`src/rtl/canal_signal_lights.sv`:
```
`default_nettype none
// ============================================================================
// Module   : canal_signal_lights
// Brief    : Multi-channel request-switch qualifier with lit indicator, ack,
//            optional blink and lowest-index grant arbiter.
// Revision : 1.0 - initial release
// ============================================================================
module canal_signal_lights #(
    parameter int CHANNELS   = 2,
    parameter int HOLD       = 16,
    parameter int BLINK_EN   = 0,
    parameter int BLINK_HALF = 8,
    localparam int CNT_W     = $clog2(HOLD + 1),
    localparam int IDX_W     = (CHANNELS > 1) ? $clog2(CHANNELS) : 1
) (
    input  logic                clk,
    input  logic                reset,
    input  logic [CHANNELS-1:0] sw,
    input  logic [CHANNELS-1:0] ack,
    output logic [CHANNELS-1:0] light,
    output logic [CHANNELS-1:0] pending,
    output logic                grant_valid,
    output logic [IDX_W-1:0]    grant_idx
);

    localparam int BLK_W = (BLINK_HALF > 1) ? $clog2(BLINK_HALF) : 1;

    localparam logic [1:0] ST_IDLE  = 2'd0;
    localparam logic [1:0] ST_QUAL  = 2'd1;
    localparam logic [1:0] ST_LIT   = 2'd2;
    localparam logic [1:0] ST_ACKED = 2'd3;

    localparam logic [CNT_W-1:0] c_hold_m1 = CNT_W'(HOLD - 1);
    localparam logic [CNT_W-1:0] c_one     = CNT_W'(1);
    localparam logic [BLK_W-1:0] c_blk_max = BLK_W'(BLINK_HALF - 1);

    logic [BLK_W-1:0] r_blk_cnt;
    logic             r_phase;
    logic             w_blink_gate;

    // Shared free-running blink timebase so all lit channels flash together.
    always_ff @(posedge clk or negedge reset) begin
        if (!reset) begin
            r_blk_cnt <= '0;
            r_phase   <= 1'b1;
        end else if (r_blk_cnt == c_blk_max) begin
            r_blk_cnt <= '0;
            r_phase   <= ~r_phase;
        end else begin
            r_blk_cnt <= r_blk_cnt + BLK_W'(1);
        end
    end

    assign w_blink_gate = (BLINK_EN != 0) ? r_phase : 1'b1;

    generate
        for (genvar ch = 0; ch < CHANNELS; ch++) begin : g_ch
            logic [1:0]       r_state;
            logic [CNT_W-1:0] r_cnt;

            // A released switch wins over everything, including ack and count.
            always_ff @(posedge clk or negedge reset) begin
                if (!reset) begin
                    r_state <= ST_IDLE;
                    r_cnt   <= '0;
                end else if (!sw[ch]) begin
                    r_state <= ST_IDLE;
                    r_cnt   <= '0;
                end else begin
                    case (r_state)
                        ST_IDLE: begin
                            if (HOLD == 1) begin
                                r_state <= ST_LIT;
                            end else begin
                                r_state <= ST_QUAL;
                                r_cnt   <= c_hold_m1;
                            end
                        end
                        ST_QUAL: begin
                            if (r_cnt == c_one) begin
                                r_state <= ST_LIT;
                                r_cnt   <= '0;
                            end else begin
                                r_cnt <= r_cnt - c_one;
                            end
                        end
                        ST_LIT: begin
                            if (ack[ch]) begin
                                r_state <= ST_ACKED;
                            end
                        end
                        ST_ACKED: begin
                            r_state <= ST_ACKED;
                        end
                        default: begin
                            r_state <= ST_IDLE;
                            r_cnt   <= '0;
                        end
                    endcase
                end
            end

            assign pending[ch] = (r_state == ST_LIT);
        end
    endgenerate

    assign light = pending & {CHANNELS{w_blink_gate}};

    // Fixed priority: scan downward so the lowest pending index is left last.
    always_comb begin
        grant_idx   = '0;
        grant_valid = |pending;
        for (int i = CHANNELS - 1; i >= 0; i--) begin
            if (pending[i]) begin
                grant_idx = IDX_W'(i);
            end
        end
    end

endmodule
`default_nettype wire

```
`config.mk`:
```
export PLATFORM = sky130hd
export DESIGN_NAME = canal_signal_lights
export DESIGN_NICKNAME = d
export VERILOG_FILES = /design/src/rtl/canal_signal_lights.sv
export SDC_FILE = /design/constraint.sdc
export NUM_CORES = 1
export LEC_CHECK = 0
export ABC_AREA = 1
export CAP_MARGIN = 20
export CORE_UTILIZATION = 35
export CTS_CLUSTER_DIAMETER = 60
export CTS_CLUSTER_SIZE = 28
export DETAILED_ROUTE_END_ITERATION = 7
export PLACE_DENSITY = 0.63
export SETUP_SLACK_MARGIN = 0.05
export SYNTH_ARGS = -nofsm -noshare
export SYNTH_HDL_FRONTEND = slang
export SYNTH_SLANG_ARGS = --single-unit
export TNS_END_PERCENT = 10
```
`constraint.sdc`:
```
create_clock -name clk -period 2.6 [get_ports clk]
set_input_delay 0.78 -clock clk [delete_from_list [all_inputs] [get_ports clk]]
set_output_delay 0.78 -clock clk [all_outputs]
set_load 0.05 [all_outputs]
```
==> summary.md, run 1 <==
| Metric | Value |
|---|---|
| Die area | about 0.0026 mm² |
| Xor-xnor portion of the synthesized cell area | 2.090% |
| Clk Latency, worst-skew pair | between 200 and 300 ps |
| Via density | 4.737 |
| Setup-failing EPs final | 0 |
| Number of I/O port buffers | 11 |
| Final Non-Filler Cells | about 150 |
| CP cell instances | inv_1 > nand2_1 > nor2_1 > dlygate4sd2_1 |
| Synth Area in Simple Gates | 25.97% |
| Worst Path Max Fanout | 4 |
| Final setup TNS | 0 ps |
| Crit path launch type | register |
| Setup Crit Path Kind | reg2out |
| DRC viols | 0 |
| Hold Path Class | reg2reg |
| Period utilization | between 80% and 90% |
| Die Span Y | approximately 50 µm |
| Root buf cell | clkbuf_4 |
| 1st-pass router iterations | 4 |
| Sequential share of power | 35.1% |
| Peak VDD IR | between 0.0005 and 0.0006 V |
| Global route overflow | 0 |
| Inst Count DP | approximately 150 |
| Crit path time final | 2263 ps |
| Syn avg cell area | 7.552 µm² |
| Die X | between 50 and 60 µm |
| PwrDens | between 1000 and 1500 mW/mm² |
| Drt wl/cell | 10.26 µm |
| P_leak | ~0.00060 µW |
| Asr flop ratio synth | 100.0% |
| Initial antenna violation count | 0 |
| Synth Cell Area | about 840 µm² |
| DR iter-0 viols | 1 |
| Ant. Diodes | 0 |
| RSZ-0062 raised after global routing | false |
| Endpoints failing hold | 0 |
| YS warnings | 0 |
| Share of the synthesized area in the top cell type | a little over two fifths |
| Most common cell in the synthesized netlist | nand2_1 |
| CTS sink count | 14 |
| CTS H-tree depth | 1 |
| Dpl hpwl | around 1200 µm |
| Psw | 514.2 µW |
| GPL Wtd Cong | between 0.7 and 0.8 |
| Main combinational cell family by area after synthesis | simple AND/OR/NAND/NOR gates |
| Critical path's slowest cell | dlygate4sd2_1 |
| Worst Path Required | 1820 ps |
| Combinational fraction of design power | 50.5% |
| CTS tree | built |
| Clock skew | 7.178 ps |
| Max-slew headroom | roughly 58% |
| First-pass GRT wire length | approximately 2600 µm |
| Synth area leaders | dfrtp_1 42%, nand2_1 10%, inv_1 8.5% |
| Commonest cells in the netlist | 23 x nand2_1, 19 x inv_1, 14 x dfrtp_1 |
| Worst slew pin tran | around 620 ps |
| Register area share after synthesis | 41.79% |
| CTS Hold Bufs | 0 |
| Core Region | about 0.0022 mm² |
| Row Count | 17 |
| Adder-Cell Fraction of Synth Area | 5.970% |
| Arr. time, crit path | about 1500 ps |
| Total Wirelength | between 1500 and 2000 µm |
| Clock power share | between 10 and 15% |
| Reg area | approximately 350 µm² |
| Layout cells sized above 1 | under 10% |
| P_int | slightly below 600 µW |
| Multi-input gate area | slightly below 400 µm² |
| Status | complete, no violations |
| Clk pin slew, worst setup/hold paths | around 90 ps |
| Synth Register Bits | 14 |
| IO Pins | 12 |
| Starting Density | between 30% and 40% |
| Delay of the slowest critical-path stage | 520 ps |
| Syn Inst Count | roughly 110 |
| DRT antenna net count | 0 |
| Cell taking the most area after synthesis | dfrtp_1 |
| Slew Limit Fails | 0 |
| Fmax | 441.9 MHz |
| Syn Nets | about 120 |
| Post-synthesis cell type count | 20 |
| Number of CTS-inserted buffers | 3 |
| Area added between synthesis and finish | 21.19% |
| Fillers | between 200 and 250 |
| Sw Share | a little under half |
| Vias in the first global route | 660 |
| Main synth FF type | dfrtp_1 |
| Synth Area in Compound Gates | between 10% and 20% |
| Nets@finish | between 100 and 150 |
| Largest net degree at the start of global routing | 15 |
| Via Count | slightly above 700 |
| Post-synth EDFFs | 0 |
| Max-cap violations | 0 |
| Post-synthesis mux area share | 0% |
| Longest Clk Path Bufs | 2 |
| CP endpoint kind | primary output |
| GRT Overall Usage | between 10% and 20% |
==> cell type report <==
cell class	instances	share of cell area, %
clock buffers	4	3.571
inverters	20	7.389
multi-input cells	75	39.16
flip-flops and latches	14	34.48
well taps	28	3.448
repair buffers	11	11.95
==> final timing paths <==
kind	from	end	slack, ps	cells after the start
max	g_ch[1].r_state[0]	grant_idx	340	4
min	g_ch[1].r_cnt[0]	g_ch[1].r_cnt[0]	550	1
max reg2reg	g_ch[0].r_cnt[0]	g_ch[0].r_cnt[4]	1290	6
min reg2reg	g_ch[1].r_cnt[0]	g_ch[1].r_cnt[0]	550	1
max in group asynchronous	reset	g_ch[1].r_state[0]	1320	1
min in group asynchronous	reset	g_ch[0].r_cnt[2]	880	1
==> power groups by stage <==
stage                     Clock, µW  Combinational [µW]  Sequential, µW
after detailed placement          0                 566             388
after CTS                       165                 566             384
after global placement            0                 546             382
after global routing            172                 624             396
final                           157                 552             385
after floorplan                   0                 443             369
==> per-stage QoR <==
step	setup slack [ps]	instance area, µm²	hold slack [ps]	total power [µW]	util (%)
global placement	374.3	968.4	505.7	928.3	43.36
CTS	71.33	1003	557.9	1115	44.93
detailed placement	354.8	968.4	534.4	953.3	43.36
finish	337.1	1016	549.3	1094	45.49
global route	218.0	1016	581.6	1192	45.49
floorplan	404.7	838.3	471.9	812.9	-
==> state kept, by name, indices dropped and copies added (netlist names) <==
register,flops
g_ch.r_state,4
g_ch.r_cnt,10
==> repair_timing <==
action | 4_1_cts | 5_1_grt
endpoints found under the setup margin | 1 | 5
buffers inserted | 0 | 0
gates cloned | 0 | 0
gates resized for setup | 1 | 5
==> cell usage in the layout, fill, tap and decap left out, drive strengths merged <==
master,synthesis,final
nand2,25,25
inv,20,20
dfrtp,14,14
nor2,14,14
a21oi,12,12
nand3,7,7
o21ai,6,6
clkdlybuf4s50,0,5
dlymetal6s2s,0,5
ha,4,4
clkbuf,0,4
xor2,2,2
nor3,2,2
o21bai,1,1
nor3b,1,1
nand4,1,1
dlygate4sd2,0,1
==> critical path, delay by kind of cell (launching register included) <==
family	cells	cell delay, ps
simple gates	2	210
flops	1	370
buf+inv	2	620
==> kinds of logic (layout without fill, tap and decap cells) <==
group,Yosys count,count (layout)
DFF,14,14
xor gates and xnor gates,2,2
buffers and inverters,22,35
AOI/OAI and AO/OA,19,19
and+or+nand+nor,50,50
adders and majority gates,4,4
==> per-layer routing <==
metal  wire length, µm  track usage (%)
met5                 0                0
met4                 0            1.389
met3                43            5.357
met2               825            25.66
met1               691            13.99
No activity file was read; power rests on OpenSTA's default activity.
==> run 2, diff against run 1 <==
--- a/config.mk
+++ b/config.mk
@@ -6,11 +6,12 @@
 export NUM_CORES = 1
 export LEC_CHECK = 0
 export ABC_AREA = 1
-export CAP_MARGIN = 20
+export CAP_MARGIN = 40
 export CORE_UTILIZATION = 35
 export CTS_CLUSTER_DIAMETER = 60
 export CTS_CLUSTER_SIZE = 28
 export DETAILED_ROUTE_END_ITERATION = 7
+export GPL_TIMING_DRIVEN = 0
 export PLACE_DENSITY = 0.63
 export SETUP_SLACK_MARGIN = 0.05
 export SYNTH_ARGS = -nofsm -noshare
==> run 2 against run 1 <==
  * Clock power increased by 4%
  * Total power barely moved
  * Largest cell class unchanged
  * Via count increased by 0.14%
  * Setup slack got worse by 100 ps
  * Critical path type unchanged
==> summary.md, run 2 (synthesis gave the netlist of run 1 again) <==
| Metric | Value |
|---|---|
| Status | complete, no violations |
| Clk pin slew, worst setup/hold paths | 100 ps |
| Final Non-Filler Cells | roughly 150 |
| Vias in the first global route | roughly 670 |
| CTS sink count | 14 |
| Most frequent cells in the layout | 23 x nand2_1, 19 x inv_1, 14 x dfrtp_1, 11 x nor2_1, 10 x a21oi_1 |
| GRT Overall Usage | 13.89% |
| 1st-pass router iterations | 4 |
| Setup-failing EPs final | 0 |
| Worst-case setup slack after placement | about 280 ps |
| Clk Latency, worst-skew pair | ~290 ps |
| Number of CTS-inserted buffers | 3 |
| Via density | around 4.7 |
| Endpoints failing hold | 0 |
| Final setup TNS | 0 ps |
| CTS tree | built |
| Worst Hold Slack | about 530 ps |
| Sw Share | a little under half |
| P_int | ~580 µW |
| Via Count | roughly 720 |
| Die X | 50.94 µm |
| Delay of the slowest critical-path stage | around 500 ps |
| Global route overflow | 0 |
| Leading cell type in the layout, fill and taps excluded | nand2_1 |
| Fmax | ~420 MHz |
| CP cell instances | inv_1 > nand2_1 > inv_1 > buf_4 > dlygate4sd2_1 |
| Crit path time final | 2363 ps |
| Total Wirelength | between 1500 and 2000 µm |
| Worst Path Required | around 1800 ps |
| Dpl hpwl | roughly 1200 µm |
| P_leak | 0.0005592 µW |
| DR iter-0 viols | 6 |
| Longest Clk Path Bufs | 2 |
| Post-CTS setup buffer count | 0 |
| CP endpoint kind | primary output |
| CTS Hold Bufs | 0 |
| Slew Limit Fails | 0 |
| Starting Density | approximately 38% |
| FF-to-FF path depth | 6 |
| Number of I/O port buffers | 11 |
| Root buf cell | clkbuf_4 |
| Largest registers | g_ch.r_cnt (10), g_ch.r_state (4) |
| First-pass GRT wire length | about 2600 µm |
| Arr. time, crit path | approximately 1600 ps |
| Clock skew | around 11 ps |
| Power Total | around 1100 µW |
| Max-slew headroom | between 50% and 60% |
| Combinational fraction of design power | 50.1% |
| IO Pins | 12 |
| Max reg flops | 10 |
| Max-cap violations | 0 |
| Layout cells sized above 1 | about an eighth |
| Nets@finish | approximately 140 |
| Crit path launch type | register |
| RR Endpoint | g_ch[0].r_cnt[4] |
| Period utilization | ~91% |
| RSZ-0062 raised after global routing | false |
| Hold Path Class | reg2reg |
| Top reg by flops | g_ch.r_cnt |
| Row Count | 17 |
| Area added between synthesis and finish | 21.04% |
| Psw | 516.1 µW |
| Initial antenna violation count | 0 |
| Reg2Reg Setup Slack | roughly 1300 ps |
| DRT antenna net count | 0 |
| Clock power share | approximately 15% |
| Min-delay src | g_ch[1].r_cnt[0] |
| Die Span Y | a little over 50 µm |
| Inst Count DP | 150 |
| Hold Path Depth | 1 |
| Reg2reg start | g_ch[0].r_cnt[0] |
| Smallest setup slack after layout | roughly 240 ps |
| CTS H-tree depth | 1 |
| DRC viols | 0 |
| Critical path's slowest cell | dlygate4sd2_1 |
| Ant. Diodes | 0 |
| Worst min-delay path endpoint | g_ch[1].r_cnt[0] |
| Drt wl/cell | approximately 10 µm |
| Worst slew pin tran | around 660 ps |
| GPL Wtd Cong | between 0.8 and 0.9 |
| Sequential share of power | between 30% and 40% |
| Worst path most repeated cell | inv_1 |
| Worst Path Max Fanout | 4 |
| Largest net degree at the start of global routing | 15 |
| Peak VDD IR | between 0.0005 and 0.0006 V |
| Core Region | between 0.002 and 0.0025 mm² |
| Die area | ~0.0026 mm² |
| Setup Crit Path Kind | reg2out |
| PwrDens | around 1100 mW/mm² |
## run 2: changes by cell type in the layout (fill, tap and decap cells not counted)
cell            change
dlymetal6s2s_1      -4
buf_4               +3
dlygate4sd2_1       +3
## run 2: power groups by stage
stage,clock (µW),sequential (µW),combinational [µW]
floorplan,0,369,443
global placement,0,382,557
detailed placement,0,387,564
CTS,171,383,557
global route,177,393,626
finish,163,383,549
## run 2: layout make-up
class / instances / area [µm²]
inverter: 20 / 75.07
tap: 28 / 35.03
clock buffer: 4 / 36.28
fill: 236 / 1219
buffer: 2 / 15.01
multi-input combinational: 75 / 397.9
sequential: 14 / 350.3
timing repair buffer: 11 / 105.1
## run 2: timing repair
item	in CTS	in global routing
resized for setup	5	1
gates cloned	0	0
setup endpoints to repair	5	1
## run 2: how the worst max path moves through the flow
stage / from / to / slack, ps / depth (start not counted)
after floorplan: g_ch[0].r_state[0] / grant_idx / 400 / 4
after global placement: g_ch[1].r_state[0] / pending[1] / 290 / 5
after detailed placement: g_ch[1].r_state[0] / pending[1] / 280 / 5
after CTS: g_ch[0].r_state[0] / light[0] / 70 / 4
after global routing: g_ch[1].r_state[0] / pending[1] / 130 / 5
final: g_ch[1].r_state[0] / pending[1] / 240 / 5
## run 2: metrics by stage
| stage | area, µm² | utilization, % |
|---|---|---|
| 2_1_floorplan | 838.3 | - |
| 3_3_place_gp | 983.4 | 44.03 |
| 3_5_place_dp | 983.4 | 44.03 |
| 4_1_cts | 1012 | 45.32 |
| 5_1_grt | 1015 | 45.43 |
| 6_report | 1015 | 45.43 |
## run 2: worst max-delay path, delay by kind of cell, from the launching register on
family	cells	cell delay, ps
buf+inv	4	810
flops	1	370
simple gates	1	120
## run 2: per-layer routing
layer  routed length (µm)  part of all wire, %  track usage, %  vias up
li1                     -                    -               -      375
met3                   52                  3.2           5.655        0
met2                  835                   52           24.34        6
met1                  722                   45           15.71      340
met4                    0                    0           2.778        0
met5                    0                    0               0        -
